===== config.mk =====
export PLATFORM = sky130hd
export DESIGN_NAME = mem_arbiter_flat
export DESIGN_NICKNAME = d
export VERILOG_FILES = /design/src/rtl/mem_arbiter_pkg.sv /design/src/rtl/mem_arbiter_if.sv /design/src/rtl/mem_arbiter_rr_pick2.sv /design/src/rtl/mem_arbiter.sv /design/src/flat_wrapper.sv
export SDC_FILE = /design/constraint.sdc
export NUM_CORES = 1
export LEC_CHECK = 0
export BUFFER_PORTS_ARGS = -buffer_cell sky130_fd_sc_hd__buf_4
export CAP_MARGIN = 20
export CORE_AREA = 3 3 72 74
export CTS_BUF_LIST = sky130_fd_sc_hd__clkbuf_2
export DETAILED_ROUTE_END_ITERATION = 7
export DIE_AREA = 0 0 75 77
export PLACE_DENSITY_LB_ADDON = 0.08
export SETUP_SLACK_MARGIN = 0.3
export SLEW_MARGIN = 15
export SYNTH_ARGS = -nofsm -noshare
export SYNTH_HDL_FRONTEND = slang
export SYNTH_SLANG_ARGS = --single-unit
export TNS_END_PERCENT = 30

===== constraint.sdc =====
create_clock -name clk -period 1.65 [get_ports clk]
set_input_delay 0.2475 -clock clk [delete_from_list [all_inputs] [get_ports clk]]
set_output_delay 0.2475 -clock clk [all_outputs]
set_load 0.03 [all_outputs]

===== src/rtl/mem_arbiter_pkg.sv =====
// mem_arbiter_pkg: widths and FSM state encoding shared by the arbiter files
package mem_arbiter_pkg;
  localparam int ADR_W = 6;
  localparam int DAT_W = 8;
  typedef enum logic [1:0] {
    ST_IDLE    = 2'd0,
    ST_ACCESS  = 2'd1,
    ST_CAPTURE = 2'd2
  } state_e;
endpackage


===== src/rtl/mem_arbiter_if.sv =====
// mem_arbiter_if: requester handshakes and the single memory port
interface mem_arbiter_if;
  import mem_arbiter_pkg::*;
  logic             r0_req, r1_req, r0_wr, r1_wr, r0_ack, r1_ack;
  logic [ADR_W-1:0] r0_adr, r1_adr, mem_adr;
  logic [DAT_W-1:0] r0_wdata, r1_wdata, r0_rdata, r1_rdata;
  logic             mem_rd, mem_wr;
  logic [DAT_W-1:0] mem_wdata, mem_rdata;
  modport slave (
    input  r0_req, r1_req, r0_wr, r1_wr, r0_adr, r1_adr, r0_wdata, r1_wdata, mem_rdata,
    output r0_ack, r1_ack, r0_rdata, r1_rdata, mem_adr, mem_rd, mem_wr, mem_wdata
  );
  modport master (
    output r0_req, r1_req, r0_wr, r1_wr, r0_adr, r1_adr, r0_wdata, r1_wdata, mem_rdata,
    input  r0_ack, r1_ack, r0_rdata, r1_rdata, mem_adr, mem_rd, mem_wr, mem_wdata
  );
endinterface


===== src/rtl/mem_arbiter_rr_pick2.sv =====
// rr_pick2: two-way round-robin pick; on a tie the side not granted last wins
module rr_pick2 (
  input  logic [1:0] req_i,
  input  logic [1:0] mask_i,
  input  logic       last_i,
  output logic       grant_valid_o,
  output logic       grant_idx_o
);
  logic [1:0] elig;
  always_comb begin
    elig          = req_i & ~mask_i;
    grant_valid_o = |elig;
    grant_idx_o   = &elig ? ~last_i : elig[1];
  end
endmodule


===== src/rtl/mem_arbiter.sv =====
// mem_arbiter: serialises two requesters onto one memory port, one access per three cycles
module mem_arbiter
  import mem_arbiter_pkg::*;
(
  input logic          clk,
  input logic          reset,
  mem_arbiter_if.slave bus
);
  state_e           state_q, state_d;
  logic             last_q, last_d, win_q, win_d, wr_q, wr_d;
  logic             rd_stb_q, rd_stb_d, wr_stb_q, wr_stb_d;
  logic [1:0]       ack_q, ack_d;
  logic [ADR_W-1:0] adr_q, adr_d;
  logic [DAT_W-1:0] wdata_q, wdata_d, rdata0_q, rdata0_d, rdata1_q, rdata1_d;
  logic             gnt_v, gnt_i, grant, sel_wr, done;

  // a requester acked this cycle is masked so a held-over req is not re-served
  rr_pick2 u_pick (
    .req_i         ({bus.r1_req, bus.r0_req}),
    .mask_i        (ack_q),
    .last_i        (last_q),
    .grant_valid_o (gnt_v),
    .grant_idx_o   (gnt_i)
  );

  always_ff @(posedge clk) begin
    if (reset) begin
      state_q  <= ST_IDLE;
      last_q   <= 1'b1;
      win_q    <= 1'b0;
      wr_q     <= 1'b0;
      rd_stb_q <= 1'b0;
      wr_stb_q <= 1'b0;
      ack_q    <= '0;
      adr_q    <= '0;
      wdata_q  <= '0;
      rdata0_q <= '0;
      rdata1_q <= '0;
    end else begin
      state_q  <= state_d;
      last_q   <= last_d;
      win_q    <= win_d;
      wr_q     <= wr_d;
      rd_stb_q <= rd_stb_d;
      wr_stb_q <= wr_stb_d;
      ack_q    <= ack_d;
      adr_q    <= adr_d;
      wdata_q  <= wdata_d;
      rdata0_q <= rdata0_d;
      rdata1_q <= rdata1_d;
    end
  end

  always_comb begin
    grant    = (state_q == ST_IDLE) && gnt_v;
    done     = state_q == ST_CAPTURE;
    sel_wr   = gnt_i ? bus.r1_wr : bus.r0_wr;
    state_d  = grant ? ST_ACCESS : (state_q == ST_ACCESS) ? ST_CAPTURE : ST_IDLE;
    last_d   = grant ? gnt_i : last_q;
    win_d    = grant ? gnt_i : win_q;
    wr_d     = grant ? sel_wr : wr_q;
    adr_d    = grant ? (gnt_i ? bus.r1_adr : bus.r0_adr) : adr_q;
    wdata_d  = grant ? (gnt_i ? bus.r1_wdata : bus.r0_wdata) : wdata_q;
    rd_stb_d = grant && !sel_wr;
    wr_stb_d = grant && sel_wr;
    ack_d    = done ? (win_q ? 2'b10 : 2'b01) : 2'b00;
    rdata0_d = (done && !wr_q && !win_q) ? bus.mem_rdata : rdata0_q;
    rdata1_d = (done && !wr_q && win_q) ? bus.mem_rdata : rdata1_q;
  end

  assign bus.r0_ack    = ack_q[0];
  assign bus.r1_ack    = ack_q[1];
  assign bus.r0_rdata  = rdata0_q;
  assign bus.r1_rdata  = rdata1_q;
  assign bus.mem_adr   = adr_q;
  assign bus.mem_rd    = rd_stb_q;
  assign bus.mem_wr    = wr_stb_q;
  assign bus.mem_wdata = wdata_q;
endmodule

===== src/flat_wrapper.sv =====
// flat-port wrapper written by rule: the top's interface ports become plain ports
module mem_arbiter_flat import mem_arbiter_pkg::*;
  (clk, reset, bus_r0_req, bus_r1_req, bus_r0_wr, bus_r1_wr, bus_r0_adr, bus_r1_adr, bus_r0_wdata, bus_r1_wdata, bus_mem_rdata, bus_r0_ack, bus_r1_ack, bus_r0_rdata, bus_r1_rdata, bus_mem_adr, bus_mem_rd, bus_mem_wr, bus_mem_wdata);
  mem_arbiter_if bus_i ();
  input logic clk;
  input logic reset;
  input wire logic [$bits(bus_i.r0_req)-1:0] bus_r0_req;
  input wire logic [$bits(bus_i.r1_req)-1:0] bus_r1_req;
  input wire logic [$bits(bus_i.r0_wr)-1:0] bus_r0_wr;
  input wire logic [$bits(bus_i.r1_wr)-1:0] bus_r1_wr;
  input wire logic [$bits(bus_i.r0_adr)-1:0] bus_r0_adr;
  input wire logic [$bits(bus_i.r1_adr)-1:0] bus_r1_adr;
  input wire logic [$bits(bus_i.r0_wdata)-1:0] bus_r0_wdata;
  input wire logic [$bits(bus_i.r1_wdata)-1:0] bus_r1_wdata;
  input wire logic [$bits(bus_i.mem_rdata)-1:0] bus_mem_rdata;
  output wire logic [$bits(bus_i.r0_ack)-1:0] bus_r0_ack;
  output wire logic [$bits(bus_i.r1_ack)-1:0] bus_r1_ack;
  output wire logic [$bits(bus_i.r0_rdata)-1:0] bus_r0_rdata;
  output wire logic [$bits(bus_i.r1_rdata)-1:0] bus_r1_rdata;
  output wire logic [$bits(bus_i.mem_adr)-1:0] bus_mem_adr;
  output wire logic [$bits(bus_i.mem_rd)-1:0] bus_mem_rd;
  output wire logic [$bits(bus_i.mem_wr)-1:0] bus_mem_wr;
  output wire logic [$bits(bus_i.mem_wdata)-1:0] bus_mem_wdata;
  assign bus_i.r0_req = bus_r0_req;
  assign bus_i.r1_req = bus_r1_req;
  assign bus_i.r0_wr = bus_r0_wr;
  assign bus_i.r1_wr = bus_r1_wr;
  assign bus_i.r0_adr = bus_r0_adr;
  assign bus_i.r1_adr = bus_r1_adr;
  assign bus_i.r0_wdata = bus_r0_wdata;
  assign bus_i.r1_wdata = bus_r1_wdata;
  assign bus_i.mem_rdata = bus_mem_rdata;
  assign bus_r0_ack = bus_i.r0_ack;
  assign bus_r1_ack = bus_i.r1_ack;
  assign bus_r0_rdata = bus_i.r0_rdata;
  assign bus_r1_rdata = bus_i.r1_rdata;
  assign bus_mem_adr = bus_i.mem_adr;
  assign bus_mem_rd = bus_i.mem_rd;
  assign bus_mem_wr = bus_i.mem_wr;
  assign bus_mem_wdata = bus_i.mem_wdata;
  mem_arbiter u_core (.clk(clk), .reset(reset), .bus(bus_i));
endmodule

Yosys cells after proc, flatten, opt, wreduce, memory -nomap -nowiden
Cells that the tools add are included.
- bits in registers: 39
- output and inout bits: 34
- word-level logic and storage cells: 39
- equality and inequality tests: 2
- muxes and demuxes: 7
- bitwise operators: 4
- reduce and logical (&&, ||, !) cells: 14
- operators with widths (operator ; number):
    $mux 8 ; 1
    $logic_and 1x1->1 ; 6
    $mux 6 ; 1
    $reduce_or 2->1 ; 3
    $mux 2 ; 2
    $logic_not 1->1 ; 3
    $mux 1 ; 3
    $and 2x2->2 ; 1
    $eq 2x1->1 const B ; 1
    $eq 2x2->1 const B ; 1
    $logic_not 2->1 ; 1
    $not 1->1 ; 2
    $not 2->2 ; 1
    $reduce_and 2->1 ; 1

Logic depth before layout (Yosys ltp)
- word-level depth: 7
- mapped depth: 6

By module
A second synthesis with hierarchy kept.
- cells, all modules: 159
- area total of the unflattened synthesis: 1575.3 µm²
- by module, submodules not included (module ; times used ; cells an instance ; area each (µm²) ; sequential area each (µm²)):
    mem_arbiter ; 1 ; 154 ; 1536.5 ; 780.7
    rr_pick2 ; 1 ; 5 ; 38.8 ; 0.0

Least setup slack after synthesis
Ideal clock, no wire load.
- path kind: register -> register
- start: register u_core.ack_q[0]
- end: register u_core.wdata_q[1] (netlist: u_core.bus.mem_wdata[1])
- setup time: 142 ps
- data arrival time: 1260 ps
- required time: 1508 ps
- setup slack: 248 ps
- stages on the path, launching flop included: 7
- buffers on the path: 2
- path through: dfxtp_1 > nand3b_1 > and2_1 > buf_4 > buf_6 > a21oi_1 > a211oi_2
- cells in the longest elaborated chain, start to end: 5
- RTL lines (what ; RTL line ; source):
    from (decl) ; mem_arbiter.sv:12 ; logic [1:0] ack_q, ack_d;
    from (signal assigned) ; mem_arbiter.sv:46 ; ack_q <= ack_d;
    $not 2->2 * ; mem_arbiter_rr_pick2.sv:11 ; elig = req_i & ~mask_i;
    $and 2x2->2 * ; mem_arbiter_rr_pick2.sv:11 ;
    $reduce_and 2->1 ; mem_arbiter_rr_pick2.sv:13 ; grant_idx_o = &elig ? ~last_i : elig[1];
    $mux 1 ; mem_arbiter_rr_pick2.sv:13 ;
    $mux 8 ; mem_arbiter.sv:63 ; wdata_d = grant ? (gnt_i ? bus.r1_wdata : bus.r0_wdata) : wdata_q;
    to (signal assigned) ; mem_arbiter.sv:48 ; wdata_q <= wdata_d;
    to (decl) ; mem_arbiter.sv:14 ; logic [DAT_W-1:0] wdata_q, wdata_d, rdata0_q, rdata0_d, rdata1_q, rdata1_d;
Every way passes the cells marked *; elsewhere a longest branch is shown, timed or not.
A chain may end at the register's enable or synchronous reset.

Final worst setup path
- start: register u_core.win_q
- end: register u_core.rdata0_q[4] (netlist: u_core.bus.r0_rdata[4])
- cells in the longest elaborated chain, start to end: 2
- RTL lines (what ; RTL line ; source):
    from (decl) ; mem_arbiter.sv:10 ; logic last_q, last_d, win_q, win_d, wr_q, wr_d;
    from (signal assigned) ; mem_arbiter.sv:42 ; win_q <= win_d;
    $logic_not 1->1 ; mem_arbiter.sv:67 ; rdata0_d = (done && !wr_q && !win_q) ? bus.mem_rdata : rdata0_q;
    $logic_and 1x1->1 ; mem_arbiter.sv:67 ;
    to (signal assigned) ; mem_arbiter.sv:49 ; rdata0_q <= rdata0_d;
    to (decl) ; mem_arbiter.sv:14 ;
Every way passes these cells.

==> results.md <==
- Outcome: complete, no violations
- Final number of setup-violating endpoints: 0
- Synth Warn #: 0
- First-pass GRT wire length: 6440 um
- Global placer's final weighted congestion: 0.696
- # rows: 25
- Crit path kind: reg2reg
- Vias: 1,430
- Avg WL per Cell: 13.2 um
- Worst Path Arrival: 1.58 ns
- Routed WL: 4060 um
- CTS tree: yes
- Commonest cells in the netlist: dfxtp_1 (39), nand2_1 (34), a21oi_1 (24)
- DR pass1 iterations: 4
- Final ANT Viol Nets: 0
- Sequential area share after synthesis: 0.483
- Worst r2r dst: u_core.bus.r0_rdata[4]
- Met1 usage: 0.183
- Main flop type after synthesis: dfxtp_1
- Placed Area: 2220 um2
- Worst setup SP type: flip-flop
- Syn Area/Cell: 9.40 um2
- Max VDD drop: 0.000498 V
- Worst-Skew Late Latency: 0.40 ns
- Proportion of layout cells with a drive suffix above 1: 0.465
- Worst Tran Pin Value: 0.459 ns
- M2 GR Usage: 0.213
- Flop2flop setup slack: 0.36 ns
- Hold Path Depth: 3
- Worst hold endpoint: u_core.bus.mem_adr[1]
- Critical path's slowest cell: or4b_4
- GR Overflow Total: 0
- CP max stage delay: 0.61 ns
- Nets: 295
- Max clock buf depth: 2
- # diodes: 0
- Clock root buffer: clkbuf_2
- # Max-Cap Violations: 0
- Port Buffers: 75
- Post-Syn Area: 1620 um2
- Clock Skew: 0.0259 ns
- Crit Reg-Reg Startpoint: u_core.win_q
- Initial antenna violation count: 0
- Met3 Use GR: 0.0629
- Final HPWL DP: 2980 um
- Area added between synthesis and finish: 44.6%
- Min-delay src: bus_r0_adr[1]
- DP Cell Count: 297
- Largest net degree at the start of global routing: 39
- Tcrit/Tclk final: 0.779
- Normalized max-slew margin: 0.694
- Worst-path maximum fanout: 8
- Initial drt markers: 49
- Total core area: 4660 um2
- Clock buffer count from CTS: 5
- Crit. End Element: flip-flop
- Grt peak-use layer: met2
- Via/cell ratio: 4.64
- CP bufs+invs: 0
- Synth cell types: 27
- Area contributors post-synth: dfxtp_1 (48%), nand2_1 (7.9%), a211oi_2 (7.7%), a21oi_1 (7.4%), mux2i_1 (5.6%)
- Die Y: 77 um
- Starting density of the core: 0.347
- Yosys reg bits: 39
- Die ar.: 5780 um2
- Leak Pwr: 1.03 nW
- Hold Fails Final Rpt: 0
- Number of synthesized flops with an enable pin: 0
- Min-Delay Path Class: in2reg
- Async SR Flop Fraction: 0
- Post-CTS Hold Buffers: 0
- Post-route design area: 2340 um2
- Fin Setup TNS: 0 ns
- IO Count: 76
- Area share of the largest cell type after synthesis: 0.483
- Post-Synthesis Cells: 172
- DRC: 0
- Cell with the most instances after synthesis: dfxtp_1
- Vias in the first global route: 1,357
- Fin crit period: 1.29 ns
- Total GRT Usage: 0.142
- Top delay family on crit path: simple AND/OR/NAND/NOR gates
- Unrepaired setup endpoints after global routing: true
- Req. time, crit path: 1.94 ns
- Worst r2r path cells: 3
- Pwr dens: 945 nW/um2
- Slew Viols, Final: 0
- Final cell count without fillers: 308
- Clk pin slew, worst setup/hold paths: 0.22 ns
- CTS H-tree depth: 2
- Post-Route Utilization: 0.501
- Die Width: 75 um
- # fillers: 472
- Cells along the critical path: or4b_4 -> nand2_1 -> a21oi_1
- F_max: 0.778 GHz
- CTS sink count: 39
- Mapped Nets: 214
- Yosys top cell by area: dfxtp_1
## stage by stage
| stage | setup slack, ns | power, mW | hold slack [ns] |
|---|---|---|---|
| after floorplan | 0.318 | 1.42 | 0.383 |
| after detailed placement | 0.237 | 1.63 | 0.453 |
| after global placement | 0.251 | 1.63 | 0.444 |
| after global routing | 0.283 | 2.34 | 0.00438 |
| final | 0.364 | 2.21 | 0.0670 |
| after CTS | 0.301 | 2.23 | 0.0255 |
## routing by layer
metal | share of wire | wire length [um] | up-vias
li1 | - | - | 747
met1 | 0.45 | 1830 | 626
met2 | 0.44 | 1770 | 52
met3 | 0.10 | 410 | 5
met4 | 0.012 | 48 | 0
met5 | 0 | 0 | -
## final cells by class
type	count	area, um2	area share
multi-input cells	121	759	0.325
flip-flops and latches	39	790	0.338
clock buffers	5	25.0	0.0107
well taps	54	67.6	0.0289
clock inverters	3	42.5	0.0182
repair buffers	86	653	0.279
## registers in the layout, indices dropped and copies added, names as in the netlist
signal and cells:
u_core.bus.mem_wdata 8, u_core.win_q 1, u_core.bus.mem_adr 6, u_core.last_q 1, u_core.wr_q 1, u_core.state_q 2
u_core.bus.mem_wr 1, u_core.bus.r0_rdata 8, u_core.ack_q 2, u_core.bus.r1_rdata 8, u_core.bus.mem_rd 1
## worst max path at each step
stage | start | endpoint | slack, ns | cells past startpoint
floorplan | u_core.ack_q[0] | u_core.bus.mem_wdata[1] | 0.32 | 6
global placement | u_core.state_q[1] | u_core.bus.r0_rdata[6] | 0.25 | 3
detailed placement | u_core.state_q[1] | u_core.bus.r0_rdata[5] | 0.24 | 3
CTS | u_core.state_q[0] | u_core.bus.r1_rdata[4] | 0.30 | 4
global route | u_core.ack_q[0] | u_core.bus.mem_wdata[2] | 0.28 | 5
finish | u_core.win_q | u_core.bus.r0_rdata[4] | 0.36 | 3
## cells by family after synthesis
| family | synth area share |
|---|---|
| AO/OA/AOI/OAI | 0.190 |
| buffers and inverters | 0.0526 |
| flip-flops | 0.483 |
| multiplexers | 0.0557 |
| AND/OR/NAND/NOR | 0.219 |
## worst register-to-register path, delay by kind of cell, from the launching register on
family          cells  cell delay [ns]
simple gates        2             0.71
flops               1             0.41
compound gates      1             0.06
## cells in the final DEF (no fill, tap or decap), types with 2 or more instances in the layout
cell	n
mux2i_1	9
a21oi_1	24
a211oi_1	5
dfxtp_1	34
nor2_1	23
buf_6	2
buf_4	84
clkbuf_2	5
a211oi_2	10
dfxtp_2	4
nand2_1	33
## where the power goes
part	internal [mW]	total [mW]	switching, mW
registers	1.01	1.06	0.0452
clock network	0.257	0.589	0.331
logic	0.255	0.564	0.310
total	1.52	2.21	0.686
## timing repair
item                       CTS  global route
setup endpoints to repair    8            32
pin swaps                    0             0
resized for setup            1             8
setup buffers                0             3
Power figures use the tool's default switching activity.
